## config.mk

```make
export PLATFORM = sky130hd
export DESIGN_NAME = battleship_game_fsm
export DESIGN_NICKNAME = d
export VERILOG_FILES = /design/src/rtl/battleship_game_fsm.sv
export SDC_FILE = /design/constraint.sdc
export NUM_CORES = 1
export LEC_CHECK = 0
export BUFFER_PORTS_ARGS = -buffer_cell sky130_fd_sc_hd__buf_2
export CAP_MARGIN = 0
export CORE_MARGIN = 5
export CORE_UTILIZATION = 45
export DETAILED_ROUTE_END_ITERATION = 16
export GPL_TIMING_DRIVEN = 1
export PLACE_DENSITY_LB_ADDON = 0.12
export SETUP_SLACK_MARGIN = 0.2
export SYNTH_ARGS = -nofsm -noshare
export SYNTH_HDL_FRONTEND = slang
export SYNTH_SLANG_ARGS = --single-unit
```

## constraint.sdc

```tcl
create_clock -name clk -period 6.2 [get_ports clk]
set_clock_uncertainty 0.2 [all_clocks]
set_input_delay 0.31 -clock clk [delete_from_list [all_inputs] [get_ports clk]]
set_output_delay 0.31 -clock clk [all_outputs]
set_load 0.02 [all_outputs]
```

## src/rtl/battleship_game_fsm.sv

```systemverilog
// Two-player battleship game sequencer: placement, alternating shots, win.
// Hit lookup lives outside; this block only tracks turns and scores.
module battleship_game_fsm #(
  parameter int SHIPS_PER_PLAYER = 5,
  parameter int TOTAL_HIT_CELLS  = 17
) (
  input  logic       clk,
  input  logic       rst_n,
  input  logic       start,
  input  logic       place_valid,
  input  logic       shot_valid,
  output logic       shot_ready,
  input  logic       result_valid,
  input  logic       result_hit,
  output logic [2:0] state,
  output logic [2:0] ships_placed,
  output logic [4:0] p1_hits,
  output logic [4:0] p2_hits
);

  typedef enum logic [2:0] {
    IDLE     = 3'd0,
    P1_PLACE = 3'd1,
    P2_PLACE = 3'd2,
    P1_TURN  = 3'd3,
    P2_TURN  = 3'd4,
    P1_WIN   = 3'd5,
    P2_WIN   = 3'd6
  } state_t;

  localparam logic [2:0] LAST_SHIP = 3'(SHIPS_PER_PLAYER - 1);
  localparam logic [4:0] WIN_HITS  = 5'(TOTAL_HIT_CELLS);

  state_t     st_q, st_d;
  logic [2:0] ships_q, ships_d;
  logic [4:0] p1_q, p1_d;
  logic [4:0] p2_q, p2_d;
  logic       out_q, out_d;

  logic       in_turn;
  logic       p1_shoots;
  logic       res_take;
  logic       shot_fire;
  logic [4:0] cur_hits;
  logic [4:0] nxt_hits;
  logic       won;

  assign in_turn   = (st_q == P1_TURN) || (st_q == P2_TURN);
  assign p1_shoots = (st_q == P1_TURN);

  // out_q splits these two, so a same-cycle result always wins
  assign shot_ready = in_turn && !out_q;
  assign shot_fire  = shot_ready && shot_valid;
  assign res_take   = in_turn && out_q && result_valid;

  assign cur_hits = p1_shoots ? p1_q : p2_q;
  assign nxt_hits = (result_hit && (cur_hits < WIN_HITS))
                  ? cur_hits + 5'd1 : cur_hits;
  assign won      = result_hit && (nxt_hits == WIN_HITS);

  always_comb begin
    st_d    = st_q;
    ships_d = ships_q;
    p1_d    = p1_q;
    p2_d    = p2_q;
    out_d   = out_q;
    unique case (st_q)
      IDLE: begin
        if (start) begin
          st_d    = P1_PLACE;
          ships_d = '0;
          p1_d    = '0;
          p2_d    = '0;
          out_d   = 1'b0;
        end
      end
      P1_PLACE, P2_PLACE: begin
        if (place_valid) begin
          if (ships_q == LAST_SHIP) begin
            ships_d = '0;
            st_d    = (st_q == P1_PLACE) ? P2_PLACE : P1_TURN;
          end else begin
            ships_d = ships_q + 3'd1;
          end
        end
      end
      P1_TURN, P2_TURN: begin
        if (res_take) begin
          out_d = 1'b0;
          if (p1_shoots) p1_d = nxt_hits;
          else           p2_d = nxt_hits;
          if (won) st_d = p1_shoots ? P1_WIN : P2_WIN;
          else     st_d = p1_shoots ? P2_TURN : P1_TURN;
        end else if (shot_fire) begin
          out_d = 1'b1;
        end
      end
      P1_WIN, P2_WIN: begin
        if (start) st_d = IDLE;
      end
      default: begin
        st_d    = IDLE;
        ships_d = '0;
        p1_d    = '0;
        p2_d    = '0;
        out_d   = 1'b0;
      end
    endcase
  end

  always_ff @(posedge clk or negedge rst_n) begin
    if (!rst_n) begin
      st_q    <= IDLE;
      ships_q <= '0;
      p1_q    <= '0;
      p2_q    <= '0;
      out_q   <= 1'b0;
    end else begin
      st_q    <= st_d;
      ships_q <= ships_d;
      p1_q    <= p1_d;
      p2_q    <= p2_d;
      out_q   <= out_d;
    end
  end

  assign state        = st_q;
  assign ships_placed = ships_q;
  assign p1_hits      = p1_q;
  assign p2_hits      = p2_q;

endmodule

```

* Yosys cells after proc, flatten, opt, wreduce, memory -nomap -nowiden *
Index checks and enable logic that the tools add are counted.

word-level totals
  flip-flop bits (word level) = 17
  input port bits = 7
  logic and storage cells = 71

cells by class
  add/sub/neg operators = 2
  $lt $le $gt $ge = 1
  equal/unequal tests = 16
  mux-type cells = 26
  bitwise operators = 2
  reduce and logical (&&, ||, !) cells = 19

operator list
  cell                   count
  $mux W5                7
  $pmux W5 S3            2
  $mux W3                9
  $ne A2 B2 Y1 const B   7
  $eq A3 B3 Y1 const B   4
  $pmux W3 S4            1
  $pmux W3 S3            1
  $reduce_and A4 Y1      2
  $reduce_or A4 Y1       2
  $eq A3 B2 Y1 const B   2
  $logic_and A1 B1 Y1    6
  $reduce_and A3 Y1      2
  $reduce_or A2 Y1       3
  $add A5 B1 Y5 const B  1
  $eq A5 B5 Y1 const B   1
  $lt A5 B5 Y1 const B   1
  $reduce_and A5 Y1      1
  $mux W1                4
  $add A3 B1 Y3 const B  1
  $eq A3 B1 Y1 const B   1
  $logic_not A3 Y1       1
  $ne A3 B3 Y1 const B   1
  $pmux W1 S3            1
  $mux W2                1
  3 further kinds        4

* Logic depth before layout (Yosys ltp) *
  word-level depth = 10
  gate-level depth with buffers = 14
  gate-level depth less buffers = 12

* Worst setup path before layout *
Ideal clock, no wire load.

  path kind = reg2reg
  start point = register st_q[2], in the netlist state[2]
  end point = register st_q[0], in the netlist state[0]
  library setup time = 83 ps
  data arrival time = 2491 ps
  data required time = 5917 ps
  setup slack = 3426 ps
  cell stages (with the launch flop) = 12
  buffers on the path = 2
  clock period less this slack = 2774 ps
  cell sequence = dfrtp_1 buf_6 and3b_1 buf_6 mux2_2 ha_1 nor2_1 mux2_2 o2111ai_1 ha_1 o22a_1 o21ai_0

between the ends
  longest elaborated chain between the ends = 10
  elaborated cells on any way between the ends = 34
  classes of those cells = 1 x add/sub; 1 x order compare; 12 x eq/ne; 10 x mux; 10 x reduce/logical

ends and longest elaborated chain
  item                      line        source
  start: declaration        34          state_t st_q, st_d;
  start signal: assignment  119         st_q <= st_d;
  $eq A3 B2 Y1              48, 49, 67
  $mux W5                   56          assign cur_hits = p1_shoots ? p1_q : p2_q;
  $lt A5 B5 Y1              57          assign nxt_hits = (result_hit && (cur_hits < WIN_HITS))
  $logic_and A1 B1 Y1       57
  $mux W5                   58          ? cur_hits + 5'd1 : cur_hits;
  $eq A5 B5 Y1              59          assign won = result_hit && (nxt_hits == WIN_HITS);
  $logic_and A1 B1 Y1       59
  $mux W3                   92          if (won) st_d = p1_shoots ? P1_WIN : P2_WIN;
  $mux W3                   88          if (res_take) begin
  $pmux W3 S4               67          unique case (st_q)

Several ways; a longest one is shown, not always the timed one. The select of a mux whose other input is x is not followed.
A chain may end at the register's enable or synchronous reset.

* Worst setup path after layout *
Same ends and word-level chain as after synthesis.

==> impl_metrics.yaml <==
grt:
  grt_pass1_wl_um: 5190
  antenna_found_initial: 0
  grt_max_degree: 20
  grt_overflow: 0
  grt_pass1_vias: 1110
  track_usage_pct: 16.1
hold_path:
  hp-class: "in2reg"
  hp-start: "shot_valid"
  min_to: "out_q"
  hold_depth: 4
critical_path:
  r2r_slack_ns: 3.08
  r2r-end: "state[0]"
  cp-end-kind: "register"
  r2r_cells: 9
  startpoint_type: "register"
  cp_max_fo: 19
  reg2reg_from: "state[2]"
  arrival_ns: 3.16
  path_class: "reg2reg"
  worstPathRequired_ns: 6.23
yosys:
  yosysTopAreaCellShare_pct: 34.4
  yosys.area.top_type: "dfrtp_1"
  yosysSeqAreaShare_pct: 34.4
  netlist_area_um2: 1240
  ys.flop_type: "dfrtp_1"
  synth_edf_count: 0
  synth_area_per_cell_um2: 9.03
  synthArstFlopShare_pct: 100
  ys.warnings.count: 0
  syn_nets: 148
  ys_ff_latch: 17
  syn_inst: 137
  ys_top_cells_by_area: "dfrtp_1, a22o_1, mux2i_1"
  ys_types: 41
floorplanning:
  die_area_um2: 3900
  rows: 19
  start_util_pct: 46.1
  ios: 24
  core_area_um2: 2690
  fp.dieW_um: 62.4
  dieHeight_um: 62.4
final_layout:
  area_delta_synth_final_pct: 12.5
  drive_above_1_share_pct: 21.3
  fillers: 261
  finalNonFillerCells: 191
  diodes: 0
  layout.nets: 172
  final_area_um2: 1390
power_and_ir_drop:
  totalPowerFinal_mw: 0.628
  p_per_area_nw_per_um2: 451
  p_leak_nw: 0.664
  ir_worst_vdd_uv: 271
placed_design:
  dp_hpwl_um: 2190
  gp_congestion: 0.894
  numPortBuffers: 23
  post_dp_cell_area_um2: 1360
  place_inst: 186
clock_network:
  cts_root_buf: "clkbuf_4"
  cts.sinks: 17
  clk_latency_ns: 0.30
  post_cts_resized: 0
  clock_path_buffers: 2
  ctsHtreeMaxLevel: 1
  post_cts_buffers: 0
  numCtsBuffers: 3
  cts_tree: "built"
  clk_pin_slew_ns: 0.12
sta:
  finalSetupViolations: 0
  min_period_ns: 3.12
  hold_viol: 0
  tightest_slew_ns: 0.592
  drv_slew: 0
  rsz0062_at_grt: "no"
  hold_ws_ns: 0.184
  finalCritPeriodShare_pct: 50.3
  fmax_mhz: 320
  setup-tns-final_ns: 0
  maxSlewHeadroom_pct: 60.2
routing:
  drtIter0Drc: 45
  routed-via-count: 1132
  drtAntennaViolNets: 0
  totalWireLength_um: 3010
  drt_pass1_iterations: 4
  remaining_drc_errors: 0
  wl_per_cell_um: 15.8
  vias_per_cell: 5.93
run:
  drv_cap: 0
outcome:
  status: "complete, no violations"
-- cell families (layout without fill, tap and decap cells) --
logic type	count (synthesis)	count (layout)	share of synthesized area, %
and+or+nand+nor	51	51	21.0
AOI/OAI and AO/OA	35	35	20.4
DFF	17	17	34.4
muxes	12	12	10.6
buffers and inverters	12	35	5.26
xor gates and xnor gates	6	6	4.25
adders and majority gates	4	4	4.04
-- worst max-delay path, cell delays in order, from the launching register on --
cell and delay [ns]:
dfrtp_1 0.57, and3b_1 0.55, mux2_2 0.42, ha_1 0.31
nor2_1 0.10, mux2_2 0.15, o2111ai_1 0.13, ha_1 0.30
o22a_1 0.18, o21ai_0 0.13
-- state kept, by name, summed over array words and instances, names as in the netlist --
register,cells
state,3
ships_placed,3
p2_hits,5
p1_hits,5
out_q,1
-- metrics by stage --
stage	util, %	setup slack [ns]
floorplan	-	3.43
global placement	50.4	3.23
detailed placement	50.4	3.13
CTS	51.8	3.08
global route	51.8	2.89
finish	51.8	3.08
-- placed cells by master (no fill, tap or decap), types with 6 or more instances in the layout --
cell / netlist / final
nand3_1: 7 / 7
dfrtp_1: 17 / 17
nor2_1: 12 / 12
a22o_1: 8 / 8
inv_1: 6 / 6
mux2i_1: 6 / 6
buf_2: 2 / 23
o21ai_0: 10 / 10
nand2_1: 13 / 13
-- synthesized netlist by cell type, types with 2 or more instances --
| cell type | number |
|---|---|
| dfrtp_1 | 17 |
| nand2_1 | 13 |
| nor2_1 | 12 |
| o21ai_0 | 10 |
| a22o_1 | 8 |
| nand3_1 | 7 |
| inv_1 | 6 |
| mux2i_1 | 6 |
| ha_1 | 4 |
| mux2_2 | 4 |
| xnor2_1 | 4 |
| nand2b_1 | 3 |
| nand3b_1 | 3 |
| nor4_1 | 3 |
| o211ai_1 | 3 |
| a21oi_1 | 2 |
| buf_2 | 2 |
| buf_6 | 2 |
| nand4_1 | 2 |
| nand4b_1 | 2 |
| o21ai_1 | 2 |
| o31ai_1 | 2 |
| xor2_1 | 2 |
-- what timing repair did --
action | 4_1_cts | 5_1_grt
hold buffers | 1 | 0
hold endpoints to repair | 17 | 0
endpoints found under the setup margin | 0 | 0
-- worst max-delay path by stage --
stage,startpoint,end,slack [ns],depth (start not counted)
4_1_cts,state[2],state[0],3.08,9
5_1_grt,state[2],state[0],2.89,10
6_report,state[2],state[0],3.08,9
2_1_floorplan,state[2],state[0],3.43,11
3_3_place_gp,state[2],state[0],3.23,9
3_5_place_dp,state[2],state[0],3.13,9
-- report_power, final --
part           leakage (nW)  switching (mW)  internal (mW)
Sequential            0.228          0.0571          0.139
Combinational         0.418           0.222          0.144
Clock                0.0177          0.0425         0.0241
-- final cells by class --
cell class                      count  area [um^2]  share of cell area (%)
Multi-Input combinational cell    108          747                    53.6
Sequential cell                    17          425                    30.5
Timing Repair Buffer               24          125                    8.98
Tap cell                           31         38.8                    2.79
Inverter                            7         28.8                    2.07
Clock buffer                        3         22.5                    1.62
Clock inverter                      1         5.00                   0.359
-- per-layer routing --
layer / track usage, % / wire length (um)
met1: 22.0 / 1450
met2: 25.0 / 1380
met3: 3.06 / 125
met4: 6.10 / 57
met5: 0 / 0
No activity file was read; power rests on OpenSTA's default activity.
